===== src/rtl/uart_rx_if.sv =====
// Signal bundle for uart_rx: serial line and enable in, received byte and status strobes out.
// master = receiver side, slave = the block that feeds the line and consumes the byte.
interface uart_rx_if;
    logic       i_run;
    logic       i_rx;
    logic [7:0] o_data;
    logic       o_valid;
    logic       o_frame_err;
    logic       o_parity_err;
    logic       o_busy;

    modport master (
        input  i_run, i_rx,
        output o_data, o_valid, o_frame_err, o_parity_err, o_busy
    );

    modport slave (
        output i_run, i_rx,
        input  o_data, o_valid, o_frame_err, o_parity_err, o_busy
    );
endinterface


===== src/rtl/uart_rx.sv =====
// UART receiver for 8N1 frames (LSB first) with mid-bit sampling and frame-error detection.
// Optional feature macro UART_RX_PARITY_EN adds one even-parity bit between data and stop.
module uart_rx #(
    parameter int unsigned CLK_FREQ = 100_000_000,
    parameter int unsigned BAUD     = 115_200
) (
    input  logic      clk,
    input  logic      rst,
    uart_rx_if.master bus
);
    localparam int unsigned CLKS_PER_BIT = CLK_FREQ / BAUD;
    localparam int unsigned HALF_BIT     = CLKS_PER_BIT / 2;
    localparam int unsigned CNT_W        = $clog2(CLKS_PER_BIT);
    localparam logic [CNT_W-1:0] CNT_LAST  = CNT_W'(CLKS_PER_BIT - 1);
    localparam logic [CNT_W-1:0] HALF_LAST = CNT_W'(HALF_BIT - 1);
    localparam logic [CNT_W-1:0] CNT_ONE   = CNT_W'(1);

    typedef enum logic [2:0] {
        IDLE      = 3'd0,
        START     = 3'd1,
        DATA      = 3'd2,
        PARITY    = 3'd3,
        STOP      = 3'd4,
        WAIT_IDLE = 3'd5
    } state_t;

    state_t           state, state_n;
    logic [CNT_W-1:0] cnt, cnt_n;
    logic [2:0]       bit_idx, bit_idx_n;
    logic [7:0]       shift, shift_n;
    logic [7:0]       data, data_n;
    logic             valid, valid_n;
    logic             frame_err, frame_err_n;
    logic             busy, busy_n;
    logic             rx_meta, rx_s;
`ifdef UART_RX_PARITY_EN
    logic             par_bad, par_bad_n;
    logic             parity_err, parity_err_n;
`endif

    // Next-state and strobe logic; every sample point sits at a counter terminal value.
    always_comb begin
        state_n     = state;
        cnt_n       = cnt;
        bit_idx_n   = bit_idx;
        shift_n     = shift;
        data_n      = data;
        valid_n     = 1'b0;
        frame_err_n = 1'b0;
`ifdef UART_RX_PARITY_EN
        par_bad_n    = par_bad;
        parity_err_n = 1'b0;
`endif
        unique case (state)
            IDLE: begin
                if (bus.i_run && !rx_s) begin
                    state_n = START;
                    cnt_n   = '0;
                end
            end
            START: begin
                if (cnt == HALF_LAST) begin
                    cnt_n     = '0;
                    bit_idx_n = '0;
                    state_n   = rx_s ? IDLE : DATA;
                end else begin
                    cnt_n = cnt + CNT_ONE;
                end
            end
            DATA: begin
                if (cnt == CNT_LAST) begin
                    cnt_n   = '0;
                    shift_n = {rx_s, shift[7:1]};
                    if (bit_idx == 3'd7) begin
`ifdef UART_RX_PARITY_EN
                        state_n = PARITY;
`else
                        state_n = STOP;
`endif
                    end else begin
                        bit_idx_n = bit_idx + 3'd1;
                    end
                end else begin
                    cnt_n = cnt + CNT_ONE;
                end
            end
`ifdef UART_RX_PARITY_EN
            PARITY: begin
                if (cnt == CNT_LAST) begin
                    cnt_n     = '0;
                    par_bad_n = rx_s ^ (^shift);
                    state_n   = STOP;
                end else begin
                    cnt_n = cnt + CNT_ONE;
                end
            end
`endif
            STOP: begin
                if (cnt == CNT_LAST) begin
                    cnt_n = '0;
                    if (rx_s) begin
                        data_n  = shift;
                        valid_n = 1'b1;
`ifdef UART_RX_PARITY_EN
                        parity_err_n = par_bad;
`endif
                        state_n = IDLE;
                    end else begin
                        frame_err_n = 1'b1;
                        state_n     = WAIT_IDLE;
                    end
                end else begin
                    cnt_n = cnt + CNT_ONE;
                end
            end
            WAIT_IDLE: begin
                if (rx_s) begin
                    state_n = IDLE;
                end
            end
            default: begin
                state_n = IDLE;
                cnt_n   = '0;
            end
        endcase

        // Disable wins over everything: abort the frame silently, keep the last byte.
        if (!bus.i_run) begin
            state_n     = IDLE;
            cnt_n       = '0;
            data_n      = data;
            valid_n     = 1'b0;
            frame_err_n = 1'b0;
`ifdef UART_RX_PARITY_EN
            parity_err_n = 1'b0;
`endif
        end

        busy_n = (state_n != IDLE);
    end

    always_ff @(posedge clk) begin
        if (rst) begin
            rx_meta   <= 1'b1;
            rx_s      <= 1'b1;
            state     <= IDLE;
            cnt       <= '0;
            bit_idx   <= '0;
            shift     <= '0;
            data      <= '0;
            valid     <= 1'b0;
            frame_err <= 1'b0;
            busy      <= 1'b0;
`ifdef UART_RX_PARITY_EN
            par_bad    <= 1'b0;
            parity_err <= 1'b0;
`endif
        end else begin
            rx_meta   <= bus.i_rx;
            rx_s      <= rx_meta;
            state     <= state_n;
            cnt       <= cnt_n;
            bit_idx   <= bit_idx_n;
            shift     <= shift_n;
            data      <= data_n;
            valid     <= valid_n;
            frame_err <= frame_err_n;
            busy      <= busy_n;
`ifdef UART_RX_PARITY_EN
            par_bad    <= par_bad_n;
            parity_err <= parity_err_n;
`endif
        end
    end

    assign bus.o_data      = data;
    assign bus.o_valid     = valid;
    assign bus.o_frame_err = frame_err;
    assign bus.o_busy      = busy;
`ifdef UART_RX_PARITY_EN
    assign bus.o_parity_err = parity_err;
`else
    assign bus.o_parity_err = 1'b0;
`endif

endmodule

===== src/flat_wrapper.sv =====
// flat-port wrapper written by rule: the top's interface ports become plain ports
module uart_rx_flat 
#(
    parameter int unsigned CLK_FREQ = 100_000_000,
    parameter int unsigned BAUD     = 115_200
)
  (clk, rst, bus_i_run, bus_i_rx, bus_o_data, bus_o_valid, bus_o_frame_err, bus_o_parity_err, bus_o_busy);
  uart_rx_if bus_i ();
  input  logic clk;
  input  logic rst;
  input wire logic [$bits(bus_i.i_run)-1:0] bus_i_run;
  input wire logic [$bits(bus_i.i_rx)-1:0] bus_i_rx;
  output wire logic [$bits(bus_i.o_data)-1:0] bus_o_data;
  output wire logic [$bits(bus_i.o_valid)-1:0] bus_o_valid;
  output wire logic [$bits(bus_i.o_frame_err)-1:0] bus_o_frame_err;
  output wire logic [$bits(bus_i.o_parity_err)-1:0] bus_o_parity_err;
  output wire logic [$bits(bus_i.o_busy)-1:0] bus_o_busy;
  assign bus_i.i_run = bus_i_run;
  assign bus_i.i_rx = bus_i_rx;
  assign bus_o_data = bus_i.o_data;
  assign bus_o_valid = bus_i.o_valid;
  assign bus_o_frame_err = bus_i.o_frame_err;
  assign bus_o_parity_err = bus_i.o_parity_err;
  assign bus_o_busy = bus_i.o_busy;
  uart_rx #(.CLK_FREQ(CLK_FREQ), .BAUD(BAUD)) u_core (.clk(clk), .rst(rst), .bus(bus_i));
endmodule

===== config.mk =====
export PLATFORM = sky130hd
export DESIGN_NAME = uart_rx_flat
export DESIGN_NICKNAME = d
export VERILOG_FILES = /design/src/rtl/uart_rx_if.sv /design/src/rtl/uart_rx.sv /design/src/flat_wrapper.sv
export SDC_FILE = /design/constraint.sdc
export NUM_CORES = 1
export LEC_CHECK = 0
export CORE_ASPECT_RATIO = 0.7
export CORE_UTILIZATION = 35
export CTS_CLUSTER_SIZE = 16
export DETAILED_ROUTE_END_ITERATION = 10
export SYNTH_ARGS = -nofsm -noshare
export SYNTH_HDL_FRONTEND = slang
export SYNTH_SLANG_ARGS = --single-unit

===== constraint.sdc =====
create_clock -name clk -period 2 [get_ports clk]
set_clock_uncertainty 0.2 [all_clocks]
set_input_delay 0.6 -clock clk [delete_from_list [all_inputs] [get_ports clk]]
set_output_delay 0.6 -clock clk [all_outputs]
set_load 0.01 [all_outputs]

==> results.ini <==
[status]
outcome = finished clean

[floorplan]
die_w_um = 88.0
coreArea_sq_um = 4890
die_height_um = 62.2
row_count = 21
io_pins = 16
initial_core_util_pct = 37.1
die_area_sq_um = 5480

[grt]
grt_pass1_wl_mm = 6.76
busiest_layer = met1
grt_pass1_vias = 1368
antenna_found_initial = 0
grt_overflow = 0
gr-usage-met2_pct = 19.6
grt.met3_usage_pct = 4.39
met1_usage_pct = 25.6
grt_max_degree = 23
track_usage_pct = 15.9

[clock_tree]
cts_root_buf = clkbuf_8
cts_made_buffers = 5
clock_path_buffers = 2
cts_tree = done
cts_sinks = 37
clk_latency_ps = 290
postCtsHoldBufs = 0
cts_max_level = 2
path_clk_slew_ps = 70

[worst_setup_path]
worstSetupEndpointType = flip-flop
reg2reg_depth = 5
start_kind = flip-flop
cp_data_arrival_time_ps = 1940
path_class = flip-flop to flip-flop
r2r_slack_ps = 40
critPathMaxFanout = 7
required_ps = 1980
r2r_end = u_core.cnt[3]$_SDFFE_PP0P_
r2r_start = u_core.state[1]$_SDFF_PP0_

[route]
vias = 1479
drt-pass1-iter-count = 4
initialDrtViolationCount = 96
postRouteAntennaNets = 0
wl_mm = 3.91
drc = 0
via_per_inst = 4.91
drt-wirelength-per-cell_um = 13.0

[min_path]
holdCritPathClass = flip-flop to flip-flop
hold_path_depth = 1
holdPathEnd = u_core.rx_s$_SDFF_PP1_
min-delay-start = u_core.rx_meta$_SDFF_PP1_

[logic_synthesis]
synth_top_family_by_area = simple AND/OR/NAND/NOR gates
synth.top_cell.area_share_pct = 40.9
synth_xor_area_share_pct = 1.45
synth_area_per_cell_sq_um = 9.70
synthArstFlopShare_pct = 0
yosysWarnings = 0
ys_top_cells_by_area = dfxtp_1, mux2i_1, nor2_1
synth_compound_area_share_pct = 15.5
synth_seq_cells = 37
synth_area_leader_cell = dfxtp_1
yosys.area_share.simple_pct = 24.7
synth_cells = 187
synth_cell_types = 49
synth_fa_ha_area_share_pct = 2.76
synth_edf_count = 0
synth_ff_type = dfxtp_1
syn_area_sq_um = 1810
ys_seq_area_share_pct = 40.9
synthMuxAreaShare_pct = 9.94
syn_nets = 195

[place]
gp_congestion = 0.806
postPlaceCellArea_sq_um = 2170
dp.final_hpwl_mm = 2.67
dp_cells = 288
portBuffers = 14

[pwr]
p_leak_uw = 0.00113
peakVddDrop_mv = 0.339
powerDensity_nw_per_um2 = 536

[run]
cap_violations = 0

[timing]
finalSetupViolCount = 0
slew_violations = 0
timing.final.crit_share_pct = 97.9
clock.fmax_mhz = 511
period_needed_ps = 1960
hold_slack_ps = 212
hold_violations = 0
grt_setup_unrepaired = yes

[finish]
final_cell_mix = nor2_1, dfxtp_1, buf_4
drive_gt1_share_pct = 28.4
final_common_cell = nor2_1
syn2layout_area_growth_pct = 34.1
num_antenna_cells = 0
fin_cells = 301
fillers = 466
final_area_sq_um = 2430
nNetsFinal = 239

## synthesized netlist by cell type (all sizes together), types with 2 or more instances
master,instances
a21o,2
a21oi,7
a22o,5
a31o,2
a31oi,4
and2,2
buf,6
clkbuf,2
dfxtp,37
ha,4
inv,4
mux2i,18
nand2,8
nand2b,4
nand3,9
nand4,3
nor2,35
nor2b,4
nor3,3
nor3b,2
nor4bb,2
o21ai,4
o311ai,2
or2,2
xnor2,3
## power breakdown
group          internal, uW  switching, uW
Combinational          27.7           31.8
Clock                   242            262
Sequential              739           1.19
Total                  1010            295
## final cells by class
| class | instances | area (sq um) | area share (%) |
|---|---|---|---|
| Clock buffer | 6 | 72.6 | 2.99 |
| Clock inverter | 2 | 10.0 | 0.412 |
| Inverter | 4 | 15.0 | 0.618 |
| Multi-Input combinational cell | 139 | 1120 | 46.0 |
| Sequential cell | 37 | 744 | 30.6 |
| Tap cell | 69 | 86.3 | 3.55 |
| Timing Repair Buffer | 44 | 384 | 15.8 |
## state kept, by name (all words and copies together) (netlist names)
| signal | flops |
|---|---|
| u_core.bus.o_frame_err | 1 |
| u_core.rx_meta | 1 |
| u_core.state | 3 |
| u_core.bit_idx | 3 |
| u_core.bus.o_valid | 1 |
| u_core.cnt | 10 |
| u_core.shift | 8 |
| u_core.bus.o_busy | 1 |
| u_core.rx_s | 1 |
| u_core.bus.o_data | 8 |
## layer usage
metal	vias to the layer above	wire, um
met5	-	0
met4	0	32
met3	2	256
met2	39	1580
met1	683	2050
li1	755	-
## worst max-delay path, cell delays in order, from the launching register on
cell and delay, ps:
dfxtp_1 570, o21ai_0 270, o311ai_4 210, a31oi_4 190, a22o_2 240, a31o_1 170
## cell families (layout without fill, tap and decap cells)
group | Yosys count | count (layout)
and+or+nand+nor | 79 | 79
DFF | 37 | 37
AOI/OAI and AO/OA | 33 | 34
muxes | 18 | 18
buffers and inverters | 12 | 56
adders and majority gates | 4 | 4
xor gates and xnor gates | 3 | 3
other | 1 | 1
## what timing repair did
| item | in CTS | in global routing |
|---|---|---|
| setup endpoints to repair | 16 | 31 |
| cloned | 1 | 0 |
| resized for setup | 7 | 22 |
| pin swaps | 4 | 14 |
| endpoints found under the hold margin | 0 | 0 |
| buffers inserted | 0 | 4 |
## worst max path at each step
stage	startpoint	endpoint	slack, ps	cells after the start
floorplan	u_core.cnt[0]$_SDFFE_PP0P_	u_core.bus.o_busy$_SDFF_PP0_	90	7
global placement	bus_i_run	u_core.cnt[3]$_SDFFE_PP0P_	-300	6
detailed placement	bus_i_run	u_core.cnt[3]$_SDFFE_PP0P_	-340	6
CTS	u_core.cnt[0]$_SDFFE_PP0P_	u_core.bus.o_data[3]$_SDFFE_PP0P_	5	7
global route	u_core.cnt[0]$_SDFFE_PP0P_	u_core.bus.o_data[3]$_SDFFE_PP0P_	-60	7
finish	u_core.state[1]$_SDFF_PP0_	u_core.cnt[3]$_SDFFE_PP0P_	40	5
## stage by stage
stage / power, uW / TNS [ps] / worst slack, ps / utilization, %
global route: 1360 / -390 / -55.3 / 49.7
global placement: 808 / -2540 / -302 / 44.3
detailed placement: 809 / -2870 / -340 / 44.3
finish: 1300 / 0 / 41.3 / 49.7
CTS: 1310 / 0 / 5.34 / 47.1
floorplan: 786 / 0 / 87.2 / -
No activity file was read; power rests on OpenSTA's default activity.
